## src/rtl/keypad_scanner.sv

```systemverilog
// 4x4 active-low keypad scanner: synchronizes row returns, scans columns,
// debounces press/release and drives held level outputs for the calculator controller.
module keypad_scanner #(
    parameter int SCAN_DIV        = 16,
    parameter int DEBOUNCE_CYCLES = 1000
) (
    input  logic       clk,
    input  logic       nRST,
    input  logic [3:0] rows,
    output logic [3:0] cols,
    output logic [3:0] keypad_out,
    output logic       operator_out,
    output logic       equal_out,
    output logic       clear_out,
    output logic       key_valid,
    output logic [3:0] key_code
);

    localparam int DW = $clog2(SCAN_DIV) + 1;
    localparam int BW = $clog2(DEBOUNCE_CYCLES) + 1;
    localparam logic [DW-1:0] DWELL_LAST = DW'(SCAN_DIV - 1);
    localparam logic [DW-1:0] DWELL_ONE  = DW'(1);
    localparam logic [BW-1:0] DB_LAST    = BW'(DEBOUNCE_CYCLES - 1);
    localparam logic [BW-1:0] DB_MAX     = BW'(DEBOUNCE_CYCLES);
    localparam logic [BW-1:0] DB_ONE     = BW'(1);

    typedef enum logic [1:0] {
        ST_SCAN     = 2'd0,
        ST_DEBOUNCE = 2'd1,
        ST_PRESSED  = 2'd2,
        ST_RELEASE  = 2'd3
    } state_t;

    function automatic logic one_low(input logic [3:0] r);
        case (r)
            4'b1110, 4'b1101, 4'b1011, 4'b0111: one_low = 1'b1;
            default:                            one_low = 1'b0;
        endcase
    endfunction

    function automatic logic [1:0] low_idx(input logic [3:0] r);
        case (r)
            4'b1110: low_idx = 2'd0;
            4'b1101: low_idx = 2'd1;
            4'b1011: low_idx = 2'd2;
            4'b0111: low_idx = 2'd3;
            default: low_idx = 2'd0;
        endcase
    endfunction

    // Only digit positions map to a value; letters, '*' and '#' report idle on keypad_out.
    function automatic logic [3:0] digit_of(input logic [3:0] code);
        case (code)
            4'd0:    digit_of = 4'h1;
            4'd1:    digit_of = 4'h2;
            4'd2:    digit_of = 4'h3;
            4'd4:    digit_of = 4'h4;
            4'd5:    digit_of = 4'h5;
            4'd6:    digit_of = 4'h6;
            4'd8:    digit_of = 4'h7;
            4'd9:    digit_of = 4'h8;
            4'd10:   digit_of = 4'h9;
            4'd13:   digit_of = 4'h0;
            default: digit_of = 4'hF;
        endcase
    endfunction

    logic [3:0]    rows_meta_r, rows_sync_r, rows_s;
    state_t        state_r, state_s;
    logic [1:0]    col_idx_r, col_idx_s;
    logic [DW-1:0] dwell_r, dwell_s;
    logic [BW-1:0] db_r, db_s;
    logic [3:0]    key_r, key_s;
    logic [3:0]    pattern_r, pattern_s;
    logic          hold_s;
    logic [3:0]    cols_r, keypad_r, code_r;
    logic          operator_r, equal_r, clear_r, valid_r;

    assign rows_s = rows_sync_r;

    // Two-flop synchronizer for the asynchronous row returns.
    always_ff @(posedge clk or negedge nRST) begin
        if (!nRST) begin
            rows_meta_r <= 4'hF;
            rows_sync_r <= 4'hF;
        end else begin
            rows_meta_r <= rows;
            rows_sync_r <= rows_meta_r;
        end
    end

    // Next-state logic for scan, debounce, hold and release tracking.
    always_comb begin
        state_s   = state_r;
        col_idx_s = col_idx_r;
        dwell_s   = dwell_r;
        db_s      = db_r;
        key_s     = key_r;
        pattern_s = pattern_r;
        case (state_r)
            ST_SCAN: begin
                if (dwell_r >= DWELL_LAST) begin
                    dwell_s = '0;
                    if (one_low(rows_s)) begin
                        key_s     = {low_idx(rows_s), col_idx_r};
                        pattern_s = rows_s;
                        db_s      = '0;
                        state_s   = ST_DEBOUNCE;
                    end else begin
                        col_idx_s = col_idx_r + 2'd1;
                    end
                end else begin
                    dwell_s = dwell_r + DWELL_ONE;
                end
            end
            ST_DEBOUNCE: begin
                if (rows_s == pattern_r) begin
                    if (db_r >= DB_LAST) begin
                        db_s    = DB_MAX;
                        state_s = ST_PRESSED;
                    end else begin
                        db_s = db_r + DB_ONE;
                    end
                end else begin
                    db_s      = '0;
                    dwell_s   = '0;
                    col_idx_s = col_idx_r + 2'd1;
                    state_s   = ST_SCAN;
                end
            end
            ST_PRESSED: begin
                if (rows_s == 4'hF) begin
                    db_s    = '0;
                    state_s = ST_RELEASE;
                end else begin
                    state_s = ST_PRESSED;
                end
            end
            ST_RELEASE: begin
                if (rows_s == 4'hF) begin
                    if (db_r >= DB_LAST) begin
                        db_s      = '0;
                        dwell_s   = '0;
                        col_idx_s = col_idx_r + 2'd1;
                        state_s   = ST_SCAN;
                    end else begin
                        db_s = db_r + DB_ONE;
                    end
                end else begin
                    db_s    = '0;
                    state_s = ST_PRESSED;
                end
            end
            default: begin
                state_s   = ST_SCAN;
                col_idx_s = 2'd0;
                dwell_s   = '0;
                db_s      = '0;
            end
        endcase
        // Release clears outputs on the same edge that leaves RELEASE.
        hold_s = ((state_r == ST_PRESSED) || (state_r == ST_RELEASE)) && (state_s != ST_SCAN);
    end

    // State, counters, captured key and column drive.
    always_ff @(posedge clk or negedge nRST) begin
        if (!nRST) begin
            state_r   <= ST_SCAN;
            col_idx_r <= 2'd0;
            dwell_r   <= '0;
            db_r      <= '0;
            key_r     <= 4'd0;
            pattern_r <= 4'hF;
            cols_r    <= 4'b1110;
        end else begin
            state_r   <= state_s;
            col_idx_r <= col_idx_s;
            dwell_r   <= dwell_s;
            db_r      <= db_s;
            key_r     <= key_s;
            pattern_r <= pattern_s;
            cols_r    <= ~(4'b0001 << col_idx_s);
        end
    end

    // Registered level outputs toward the controller.
    always_ff @(posedge clk or negedge nRST) begin
        if (!nRST) begin
            keypad_r   <= 4'hF;
            operator_r <= 1'b0;
            equal_r    <= 1'b0;
            clear_r    <= 1'b0;
            valid_r    <= 1'b0;
            code_r     <= 4'd0;
        end else if (hold_s) begin
            keypad_r   <= digit_of(key_r);
            operator_r <= (key_r == 4'd3);
            equal_r    <= (key_r == 4'd14);
            clear_r    <= (key_r == 4'd15);
            valid_r    <= 1'b1;
            code_r     <= key_r;
        end else begin
            keypad_r   <= 4'hF;
            operator_r <= 1'b0;
            equal_r    <= 1'b0;
            clear_r    <= 1'b0;
            valid_r    <= 1'b0;
            code_r     <= 4'd0;
        end
    end

    assign cols         = cols_r;
    assign keypad_out   = keypad_r;
    assign operator_out = operator_r;
    assign equal_out    = equal_r;
    assign clear_out    = clear_r;
    assign key_valid    = valid_r;
    assign key_code     = code_r;

endmodule

```

## config.mk

```make
export PLATFORM = sky130hd
export DESIGN_NAME = keypad_scanner
export DESIGN_NICKNAME = d
export VERILOG_FILES = /design/src/rtl/keypad_scanner.sv
export SDC_FILE = /design/constraint.sdc
export NUM_CORES = 1
export LEC_CHECK = 0
export ABC_AREA = 1
export CAP_MARGIN = 20
export CORE_MARGIN = 2
export CORE_UTILIZATION = 30
export DETAILED_ROUTE_END_ITERATION = 6
export SYNTH_ARGS = -nofsm -noshare
export SYNTH_HDL_FRONTEND = slang
export SYNTH_SLANG_ARGS = --single-unit
export TNS_END_PERCENT = 20
```

## constraint.sdc

```tcl
create_clock -name clk -period 5 [get_ports clk]
set_input_delay 0.5 -clock clk [delete_from_list [all_inputs] [get_ports clk]]
set_output_delay 0.5 -clock clk [all_outputs]
set_load 0.01 [all_outputs]
```

After elaboration in Yosys (flattened, before gate mapping)
Memories as Yosys holds them, arrays and structs flattened.
Index checks and enable logic that the tools add are counted.
Widths: inputs -> output; s select.
{"block": "totals", "inputBits": 6, "regBits": 52, "mem_bits_ro": 64, "mem_count": 1, "output_inout_bits": 16, "wordCells": 87}
{"block": "op_classes", "n_reduce_logical": 9, "bitwise_logic": 1, "add_sub_neg": 3, "n_eq_ne": 18, "n_mux": 37, "magnitude_cmp": 2, "n_shift": 1}
{"memory": "(no name shown)", "words": 16, "width": 4, "rd": 1, "rd_clocked_by_memory_dff": 0, "wr": 0, "line": "53", "source": "case (code)"}
{"op": "$mux 11", "n": 7}
{"op": "$pmux 11 s4", "n": 1}
{"op": "$eq 4x4->1 const B", "n": 6}
{"op": "$mux 2", "n": 11}
{"op": "$mux 5", "n": 4}
{"op": "$pmux 5 s3", "n": 1}
{"op": "$ne 2x2->1 const B", "n": 6}
{"op": "$pmux 2 s3", "n": 2}
{"op": "$add 11x1->11 const B", "n": 1}
{"op": "$ge 11x10->1 const B", "n": 1}
{"op": "$mux 1", "n": 8}
{"op": "$mux 4", "n": 2}
{"op": "$pmux 2 s4", "n": 1}
{"op": "$reduce_and 3->1", "n": 2}
{"op": "$add 5x1->5 const B", "n": 1}
{"op": "$ge 5x4->1 const B", "n": 1}
{"op": "$eq 2x2->1 const B", "n": 2}
{"op": "$eq 4x2->1 const B", "n": 1}
{"op": "$eq 4x3->1 const B", "n": 1}
{"op": "$eq 4x4->1", "n": 1}
{"op": "$not 4->4", "n": 1}
{"op": "$reduce_and 4->1", "n": 1}
{"op": "$reduce_or 4->1", "n": 1}
{"op": "$shl 1x2->4 const A", "n": 1}
{"op": "7 further kinds", "n": 7}

Depth between registers and ports, before layout
{"block": "logic_depth", "depth_word": 11, "mapped_depth": 13, "mapped_depth_nobuf": 13}

Least setup slack after synthesis
Ideal clock, no wire load.
{"block": "synth_timing", "kind": "register to register", "start": "reg dwell_r[0]", "end": "reg clear_r (netlist: clear_out)", "setup_slack_ns": 3.127, "path_buffers": 0, "required_ns": 4.928, "period_less_slack_ns": 1.873, "stages_incl_launch_ff": 13, "arrival_ns": 1.801, "setup_time_ns": 0.072, "path_cell_list": "dfrtp_1 ha_1 and3_1 ha_1 nor2_1 nand2_1 nand2_2 inv_1 o21ai_0 nand2_1 nand2_2 nand2_2 nor2_1"}
{"block": "synth_between", "elab_chain_len": 6}
{"element": "start, declared", "line": "71", "source": "logic [DW-1:0] dwell_r, dwell_s;"}
{"element": "start signal, assigned", "line": "178", "source": "dwell_r <= dwell_s;"}
{"element": "$ge 5x4->1", "line": "102", "source": "if (dwell_r >= DWELL_LAST) begin"}
{"element": "$mux 2", "line": "102"}
{"element": "$pmux 2 s4", "line": "100", "source": "case (state_r)"}
{"element": "$reduce_bool 2->1", "line": "162", "source": "hold_s = ((state_r == ST_PRESSED) || (state_r == ST_RELEASE)) && (state_s != ST_SCAN);"}
{"element": "$logic_and 1x1->1", "line": "162"}
{"element": "$mux 1", "line": "195", "source": "end else if (hold_s) begin"}
{"element": "end signal, assigned", "line": "199", "source": "clear_r <= (key_r == 4'd15);"}
{"element": "end, declared", "line": "77", "source": "logic operator_r, equal_r, clear_r, valid_r;"}
No other way between the ends.
A chain may end at the register's enable or synchronous reset.

Final worst setup path
{"block": "layout_timing", "start": "reg dwell_r[0]", "end": "reg code_r[2] (netlist: key_code[2])"}
{"block": "layout_between", "elab_chain_len": 6}
{"element": "$ge 5x4->1", "line": "102"}
{"element": "$mux 2", "line": "102"}
{"element": "$pmux 2 s4", "line": "100"}
{"element": "$reduce_bool 2->1", "line": "162"}
{"element": "$logic_and 1x1->1", "line": "162"}
{"element": "$mux 4", "line": "195"}
{"element": "end signal, assigned", "line": "201", "source": "code_r <= key_r;"}
{"element": "end, declared", "line": "76", "source": "logic [3:0] cols_r, keypad_r, code_r;"}
No other way between the ends.

==> results.json <==
{
  "insertion_delay_ps": 300,
  "drt_first_iter_violations": 96,
  "synth_cell_type_count": 29,
  "p_per_area_nw_per_um2": 433,
  "dp_slack_ps": 2950,
  "grt_max_degree": 53,
  "grt_first_pass_wirelength_mm": 8.43,
  "die_h_um": 97.5,
  "cellLeakagePower_uw": 0.00145,
  "clkTransAtPathRegs_ps": 90,
  "synth_nets": 329,
  "cts_buffers": 5,
  "worstMarginPinSlew_ps": 632,
  "fin_tns_setup_ps": 0,
  "initial_core_util_pct": 30.5,
  "hold_slack_ps": 301,
  "dieArea_um2": 9510,
  "setup_viol_count_final": 0,
  "stdcell_count": 447,
  "drc": 0,
  "startpoint_type": "register",
  "final_cell_mix": "nand2_1 (79), inv_1 (38), dfrtp_1 (33)",
  "outcome": "complete, no violations",
  "ir_worst_vdd_v": 0.000138,
  "dp_hpwl_mm": 3.43,
  "drv_slew": 0,
  "drive_gt1_share_pct": 14.2,
  "h-tree-depth": 2,
  "hold_class": "in2async",
  "maxClockFrequency_ghz": 0.485,
  "critPathCaptureType": "register",
  "crit_start": "dwell_r[0]",
  "overflow": 0,
  "ant_nets": 0,
  "finalCritPeriodShare_pct": 41.2,
  "hold_viol": 0,
  "setup_ws_ps": 2940,
  "firstDrtPassIters": 4,
  "placed_cells": 439,
  "portBuffers": 21,
  "wl_mm": 4.61,
  "fill_cells": 893,
  "cts.sinks": 52,
  "track_usage_pct": 10.7,
  "crit_required_ps": 5230,
  "ctsResizeCount": 0,
  "max-slew-margin-rel_pct": 57.9,
  "ys.warnings.count": 0,
  "regArea_um2": 1330,
  "post_drt_wl_per_cell_um": 10.3,
  "synth_cells": 311,
  "final_area_um2": 3070,
  "vias_per_cell": 4.41,
  "rsz0062_at_grt": "false",
  "num_antenna_cells": 0,
  "fp.coreArea_um2": 8590,
  "io_pins": 22,
  "dpl_cell_area_um2": 2960,
  "gp_congestion": 0.823,
  "yosysTopAreaCell": "dfrtp_1",
  "rr_endpoint": "key_code[2]",
  "die_w_um": 97.5,
  "synth.area.top_cells": "dfrtp_1 (31%), dfstp_2 (19%), nand2_1 (11%)",
  "grt_pass1_vias": 1909,
  "period_minus_slack_ps": 2060,
  "ys_seq_area_share_pct": 50.5,
  "fin_nets": 356,
  "ys_ff_latch": 52,
  "rr_startpoint": "dwell_r[0]",
  "critPathArrivalTime_ps": 2300,
  "clockBufferDepth": 2,
  "cts_tree": "done",
  "rr_worst_depth": 12,
  "num_rows": 34,
  "synth.avg_cell_area_um2": 8.43,
  "final_common_cell": "nand2_1",
  "worstSetupPathType": "reg2reg",
  "netlist_area_um2": 2620,
  "hold_buffers": 0,
  "multi_input_area_um2": 1130,
  "post_cts_buffers": 0,
  "vias": 1972,
  "synth_top_area_share_pct": 31.5,
  "cap_violations": 0,
  "antenna_found_initial": 0,
  "reg2reg_slack_ps": 2940,
  "cts-root-buf": "clkbuf_8",
  "crit_fanout": 8,
  "syn_to_final_growth_pct": 17.0,
  "skew_ps": 7.27
}
-- per-layer routing --
metal / GRT usage (%) / vias to the layer above / share of wire [%]
met4: 3.21 / 0 / 1.0
met5: 0 / - / 0
met1: 14.2 / 901 / 50
li1: - / 1037 / -
met2: 17.1 / 32 / 45
met3: 2.88 / 2 / 3.9
-- area by class of cell --
class                   instances  area share, %
well taps                     108           4.40
multi-input cells             214           36.7
repair buffers                 22           6.93
flip-flops and latches         52           43.2
clock inverters                 2           1.14
clock buffers                   6           2.36
inverters                      43           5.26
-- synthesized netlist by cell type (all sizes together) --
cell    count
a21oi      10
a22oi       1
a31oi       1
and3        1
buf         1
clkbuf      1
dfrtp      33
dfstp      19
ha         12
inv        43
mux2i       1
nand2      85
nand3      24
nand3b      3
nand4       5
nor2       32
nor3        3
o21ai      21
o21bai      1
o22ai       2
or2         4
xnor2       1
xor2        7
-- per-stage QoR --
stage | utilization (%) | total power [uW]
2_1_floorplan | - | 900
6_report | 35.7 | 1330
5_1_grt | 35.7 | 1450
3_5_place_dp | 34.5 | 1060
4_1_cts | 35.7 | 1350
3_3_place_gp | 34.5 | 1050
-- state kept, by name, summed over array words and instances, names as in the netlist, 2 cells and up --
| name | cells |
|---|---|
| col_idx_r | 2 |
| dwell_r | 5 |
| pattern_r | 4 |
| cols | 4 |
| keypad_out | 4 |
| key_r | 4 |
| db_r | 11 |
| rows_s | 4 |
| key_code | 4 |
| rows_meta_r | 4 |
| state_r | 2 |
-- how the worst max path moves through the flow --
| stage | endpoint | cells past startpoint | slack (ps) |
|---|---|---|---|
| 2_1_floorplan | clear_out | 12 | 3130 |
| 3_3_place_gp | key_code[3] | 12 | 3000 |
| 3_5_place_dp | key_code[2] | 12 | 2950 |
| 4_1_cts | key_code[2] | 12 | 2930 |
| 5_1_grt | key_code[2] | 12 | 2670 |
| 6_report | key_code[2] | 12 | 2940 |
-- critical path, stage by stage (launching register included) --
cell	delay [ps]
dfrtp_1	420
ha_1	230
and3_1	170
ha_1	170
nor2_1	120
nand2_1	130
nand2_2	150
inv_1	50
o21ai_0	130
nand2_1	100
nand2_2	110
nand2_2	120
nor2_1	110
-- power breakdown --
group,switching (uW),internal [uW]
combinational,302,190
sequential,46.8,511
clock,131,149
-- kinds of logic after synthesis --
group                      share of synthesized area (%)
and+or+nand+nor                                     26.5
DFF                                                 50.5
AOI/OAI and AO/OA                                   7.73
muxes                                              0.382
adders and majority gates                           5.73
buffers and inverters                               6.49
xor gates and xnor gates                            2.67
Power figures use the tool's default switching activity.
